## src/rtl/wb_daq_pkg.sv

```systemverilog
// Shared definitions for the DAQ SRAM write-side arbiter and its helpers:
// FSM state encoding and the channel-index / region-size arithmetic.
package wb_daq_pkg;

  typedef enum logic {
    ST_IDLE  = 1'b0,
    ST_WRITE = 1'b1
  } arb_state_e;

  // Width of a channel index; a one-channel build still needs one bit.
  function automatic int cw_of(input int channels);
    return (channels <= 1) ? 1 : $clog2(channels);
  endfunction

  // Words owned by each channel's circular region.
  function automatic int region_words(input int aw, input int channels);
    return 1 << (aw - cw_of(channels));
  endfunction

  localparam int DEF_DW       = 32;
  localparam int DEF_CHANNELS = 4;
  localparam int DEF_AW       = 10;
  localparam int DEF_REGION   = region_words(DEF_AW, DEF_CHANNELS);

endpackage

```

## src/rtl/wb_daq_rr_pick.sv

```systemverilog
// Combinational round-robin picker: first eligible bit searching upward
// from (last + 1), wrapping modulo the channel count.
module wb_daq_rr_pick
  import wb_daq_pkg::*;
#(
  parameter  int channels = DEF_CHANNELS,
  localparam int CW       = cw_of(channels)
) (
  input  logic [channels-1:0] i_eligible,
  input  logic [CW-1:0]       i_last,
  output logic [channels-1:0] o_pick,
  output logic [CW-1:0]       o_idx,
  output logic                o_valid
);

  logic          w_found;
  logic [CW-1:0] w_cand;

  // NOTE: every signal written here gets a default first, so no path leaves
  // it unassigned and no latch is inferred.
  always_comb begin
    w_found = 1'b0;
    w_cand  = '0;
    o_idx   = '0;
    o_pick  = '0;
    // Index arithmetic wraps naturally because channels is a power of two.
    for (int k = 1; k <= channels; k++) begin
      w_cand = i_last + CW'(k);
      if (!w_found && i_eligible[w_cand]) begin
        w_found = 1'b1;
        o_idx   = w_cand;
      end
    end
    if (w_found) o_pick[o_idx] = 1'b1;
  end

  assign o_valid = w_found;

endmodule

```

## src/rtl/wb_daq_sram_arbiter.sv

```systemverilog
// Round-robin arbiter sharing one SRAM write port among DAQ channels; each
// channel writes into its own circular region and gets sticky wrap status.
module wb_daq_sram_arbiter
  import wb_daq_pkg::*;
#(
  parameter int dw       = DEF_DW,
  parameter int channels = DEF_CHANNELS,
  parameter int aw       = DEF_AW
) (
  input  logic                   wb_clk,
  input  logic                   wb_rst,
  input  logic [channels-1:0]    start_sram,
  input  logic [channels*dw-1:0] data_in,
  input  logic [channels-1:0]    enable_mask,
  input  logic                   clear,
  input  logic                   sram_ack,
  output logic [channels-1:0]    grant,
  output logic                   sram_we,
  output logic [aw-1:0]          sram_addr,
  output logic [dw-1:0]          sram_data,
  output logic                   busy,
  output logic [channels-1:0]    wrapped
);

  localparam int CW = cw_of(channels);
  localparam int PW = aw - CW;

  arb_state_e          r_state;
  logic [PW-1:0]       r_ptr [channels];
  logic [CW-1:0]       r_last;
  logic [CW-1:0]       r_idx;
  logic [channels-1:0] r_grant;
  logic                r_we;
  logic [aw-1:0]       r_addr;
  logic [dw-1:0]       r_data;
  logic                r_busy;
  logic [channels-1:0] r_wrapped;

  logic [dw-1:0]       w_words [channels];
  logic [channels-1:0] w_pick_oh;
  logic [CW-1:0]       w_pick_idx;
  logic                w_pick_valid;
  logic [PW-1:0]       w_ptr_sel;

  always_comb begin
    for (int i = 0; i < channels; i++) w_words[i] = data_in[i*dw +: dw];
  end

  // A grant issued alongside clear already targets the cleared pointer.
  assign w_ptr_sel = clear ? '0 : r_ptr[w_pick_idx];

  wb_daq_rr_pick #(.channels(channels)) u_pick (
    .i_eligible (start_sram & enable_mask),
    .i_last     (r_last),
    .o_pick     (w_pick_oh),
    .o_idx      (w_pick_idx),
    .o_valid    (w_pick_valid)
  );

  // NOTE: state is updated only with non-blocking assignments so every read
  // in this block sees the pre-edge value, independent of statement order.
  always_ff @(posedge wb_clk) begin
    if (wb_rst) begin
      r_state   <= ST_IDLE;
      r_last    <= CW'(channels - 1);
      r_idx     <= '0;
      r_grant   <= '0;
      r_we      <= 1'b0;
      r_addr    <= '0;
      r_data    <= '0;
      r_busy    <= 1'b0;
      r_wrapped <= '0;
      // NOTE: the pointer array is a handful of flops, not a RAM, so it is
      // reset like any other register.
      for (int i = 0; i < channels; i++) r_ptr[i] <= '0;
    end else begin
      r_grant <= '0;
      case (r_state)
        ST_IDLE: begin
          if (w_pick_valid) begin
            r_idx   <= w_pick_idx;
            r_addr  <= {w_pick_idx, w_ptr_sel};
            r_data  <= w_words[w_pick_idx];
            r_grant <= w_pick_oh;
            r_we    <= 1'b1;
            r_busy  <= 1'b1;
            r_state <= ST_WRITE;
          end
        end
        ST_WRITE: begin
          if (sram_ack) begin
            r_we    <= 1'b0;
            r_busy  <= 1'b0;
            r_last  <= r_idx;
            r_state <= ST_IDLE;
            if (!clear) begin
              r_ptr[r_idx] <= r_ptr[r_idx] + 1'b1;
              if (&r_ptr[r_idx]) r_wrapped[r_idx] <= 1'b1;
            end
          end
        end
        default: r_state <= ST_IDLE;
      endcase
      // Later assignments win, so clear overrides any same-cycle increment.
      if (clear) begin
        r_wrapped <= '0;
        for (int i = 0; i < channels; i++) r_ptr[i] <= '0;
      end
    end
  end

  assign grant     = r_grant;
  assign sram_we   = r_we;
  assign sram_addr = r_addr;
  assign sram_data = r_data;
  assign busy      = r_busy;
  assign wrapped   = r_wrapped;

endmodule

```

## config.mk

```make
export PLATFORM = sky130hd
export DESIGN_NAME = wb_daq_sram_arbiter
export DESIGN_NICKNAME = d
export VERILOG_FILES = /design/src/rtl/wb_daq_pkg.sv /design/src/rtl/wb_daq_rr_pick.sv /design/src/rtl/wb_daq_sram_arbiter.sv
export SDC_FILE = /design/constraint.sdc
export NUM_CORES = 1
export LEC_CHECK = 0
export ABC_AREA = 1
export CORE_MARGIN = 2
export CORE_UTILIZATION = 29
export CTS_CLUSTER_SIZE = 30
export DETAILED_ROUTE_END_ITERATION = 10
export PLACE_DENSITY = 0.56
export SLEW_MARGIN = 0
export SYNTH_ARGS = -nofsm -noshare
export SYNTH_HDL_FRONTEND = slang
export SYNTH_SLANG_ARGS = --single-unit
```

## constraint.sdc

```tcl
create_clock -name wb_clk -period 4.7 [get_ports wb_clk]
set_clock_uncertainty 0.2 [all_clocks]
set_input_delay 0.94 -clock wb_clk [delete_from_list [all_inputs] [get_ports wb_clk]]
set_output_delay 0.94 -clock wb_clk [all_outputs]
set_load 0.03 [all_outputs]
```

==> results.toml <==
[synth]
synth_cells = 775
yosysSeqAreaShare_pct = 41.0
synth_fa_ha_area_share_pct = 0.246
synth_top_family_by_area = "simple AND/OR/NAND/NOR gates"
synth_mux_area_share_pct = 0
syn_avg_cell_area_um2 = 6.55
synth_area_um2 = 5080
syn_nets = 916
synth-compound-area-share_pct = 6.75
yosys_warnings = 0
synthSimpleGateAreaFrac_pct = 44.3
synth_seq_cells = 88
synth.distinct_cells = 35
synth_xor_area_share_pct = 0.862

[detailed_routing]
num_vias = 5471
drc = 0
dr.first_iter.drc_count = 342
wire_per_inst_um = 14.7
via_per_inst = 4.64
drt_wl_total_um = 17300
antenna_left = 0
first_pass_iters = 4

[timing]
rsz0062_at_grt = "false"
timing.final.crit_share_pct = 74.3
maxSlewViolCount = 0
fin_crit_ps = 3490
slew_headroom_pct = 44.9
fmax_mhz = 286
tightest_slew_ps = 825
hold_viol = 0
hold_slack_ps = 255
setup_viol = 0
tns_ps = 0
postLayoutSetupSlackWorst_ps = 1210

[clock_network]
clkTransAtPathRegs_ps = 60
cts_tree = "built"
cts-root-buf = "clkbuf_16"
ctsResizeCount = 0
cts-buffers-inserted = 9
cts_buffer_depth = 2
ctsHoldBuffers = 0
clock_latency_ps = 350
ctsHtreeMaxLevel = 3
post_cts_buffers = 0
clock-sinks = 88

[setup_path]
startpoint_type = "input port"
path_class = "input port to register"
critPathBufInv = 2
worstSetupPathDepth = 14
r2r_cells = 9
rrSetupSlack_ps = 1600
crit_path_cell_trace = "clkdlybuf4s50_1 -> nand3_1 -> nand3_1 -> nand2_1 -> nand2_1 -> nand2_2 -> nor2_2 -> nand2_2 -> nand2_4 -> buf_4 -> nand3_1 -> nand3_1 -> nor2_1 -> nor2_1"
worstSetupStartpoint = "start_sram[3]"
crit_slowest_cell = "clkdlybuf4s50_1"
end_kind = "register"
endpoint = "sram_data[4]"
cp.arrival_ps = 3580
cpMostUsedCell = "nand3_1"
max_stage_delay_ps = 500
cp_top_family = "simple AND/OR/NAND/NOR gates"
required_ps = 4790
path_max_fanout = 47
crit-reg2reg-capture = "r_ptr[2][6]"

[power_and_ir_drop]
power_density_nw_per_um2 = 428
power_leakage_nw = 3.18
ir_drop_mv = 0.244
total_power_mw = 3.18

[layout]
layout.nets = 1088
fin_util_pct = 43.1
fillCellCount = 1822
drive_gt1_share_pct = 4.94
syn_to_final_growth_pct = 46.1

[status]
outcome = "finished, final reports clean"

[floorplan]
dieArea_um2 = 18600
core_area_um2 = 17200
pin_count = 192
die_width_um = 136
die_h_um = 136
start_util_pct = 29.5
rows = 48

[grt]
grt_pass1_vias = 5029
grt.overflow.total = 0
grt_usage_pct = 18.2
grt_max_degree = 49
antenna_found_initial = 1
grt_pass1_wl_um = 26200

[place]
dp_slack_ps = 867
port-buffer-count = 191
place_congestion = 0.856
dp_hpwl_um = 12900

[job]
cap_viol_max_count = 0

[hold_path]
hold_class = "register to register"
per-stage QoR:
| step | instance area [um2] | std cells |
|---|---|---|
| floorplan | 5080 | 775 |
| global placement | 7160 | 1161 |
| detailed placement | 7160 | 1161 |
| CTS | 7420 | 1177 |
| global route | 7420 | 1177 |
| finish | 7420 | 1178 |
cells by family (layout without fill, tap and decap cells):
family	count (synthesis)	after routing
XOR/XNOR	5	5
flip-flops	88	88
AO/OA/AOI/OAI	60	60
other	0	1
AND/OR/NAND/NOR	546	546
adder cells (fa/ha/maj)	1	1
buffers and inverters	75	252
worst min-delay path by stage:
stage,startpoint,end,cells past startpoint
2_1_floorplan,r_state,r_state,2
6_report,wrapped[3],wrapped[3],2
4_1_cts,wrapped[3],wrapped[3],2
3_5_place_dp,wrapped[3],wrapped[3],2
5_1_grt,sram_addr[0],sram_addr[0],2
3_3_place_gp,wrapped[0],wrapped[0],2
worst register-to-register path, cell delays in order, from the launching register on:
cell and delay [ps]:
dfxtp_1 710, inv_2 250, or2_2 330, a32oi_1 270, inv_1 200, ha_1 280, nand3_1 130, or3_1 150
xnor2_1 250, nor2_1 70
layout make-up:
cell class / count / area, um2 / share of cell area [%]
multi-input combinational: 612 / 2670 / 35.9
sequential: 88 / 2080 / 28.0
timing repair buffer: 202 / 1990 / 26.9
tap: 225 / 282 / 3.79
clock buffer: 9 / 225 / 3.03
inverter: 34 / 133 / 1.79
clock inverter: 7 / 38.8 / 0.523
antenna: 1 / 2.50 / 0.0337
where the power goes:
group          leakage, nW  internal, mW  switching [mW]
Clock                0.122         0.352           0.307
Combinational         2.24         0.562           0.967
Sequential           0.819         0.906          0.0847
layer usage:
metal / global-route usage, % / up-vias / wire (um)
li1: - / 2838 / -
met1: 23.3 / 2438 / 7590
met3: 4.36 / 20 / 1200
met4: 6.42 / 0 / 371
met5: 0 / - / 0
met2: 29.7 / 175 / 8150
cells in the mapped netlist, drive strengths merged:
| library cell | number | area share, % |
|---|---|---|
| xnor2 | 2 | 0.34 |
| edfxtp | 32 | 19 |
| o211ai | 3 | 0.44 |
| a21oi | 22 | 2.4 |
| a32oi | 2 | 0.34 |
| and2 | 1 | 0.12 |
| nand4 | 1 | 0.25 |
| a32o | 2 | 0.39 |
| nor3 | 5 | 0.49 |
| nand2 | 309 | 23 |
| clkbuf | 11 | 0.81 |
| o21ai | 29 | 2.9 |
| buf | 30 | 3.4 |
| dfxtp | 56 | 22 |
| nand3 | 107 | 11 |
| o22ai | 2 | 0.25 |
| or3 | 2 | 0.25 |
| xor2 | 3 | 0.52 |
| nand3b | 1 | 0.15 |
| ha | 1 | 0.25 |
| nor2 | 117 | 8.9 |
| or2 | 3 | 0.37 |
| inv | 34 | 2.6 |
layout by cell type (no fill, tap or decap), types with 2 or more instances in the layout:
master and count:
clkinv_1 4, nor2_2 3, a32o_1 2, nor2_1 113
inv_1 28, nand3_1 107, o22ai_1 2, buf_4 11
or2_2 3, o211ai_1 3, dfxtp_1 56, xnor2_1 2
a21oi_2 2, nand2_1 303, xor2_1 3, a21oi_1 19
or3_1 2, clkbuf_16 9, clkinvlp_4 2, edfxtp_1 32
o21ai_1 2, o21ai_0 26, inv_2 5, nor3_1 5
clkdlybuf4s50_1 191, a32oi_1 2, nand2_2 5
registers in the layout (all words and copies together) (netlist names), named ones only:
| name | count |
|---|---|
| r_ptr | 32 |
| grant | 4 |
| sram_addr | 8 |
| wrapped | 4 |
| busy | 1 |
| sram_data | 32 |
| r_last | 2 |
| r_idx | 2 |
| r_state | 1 |
(Power assumes the default switching activity.)
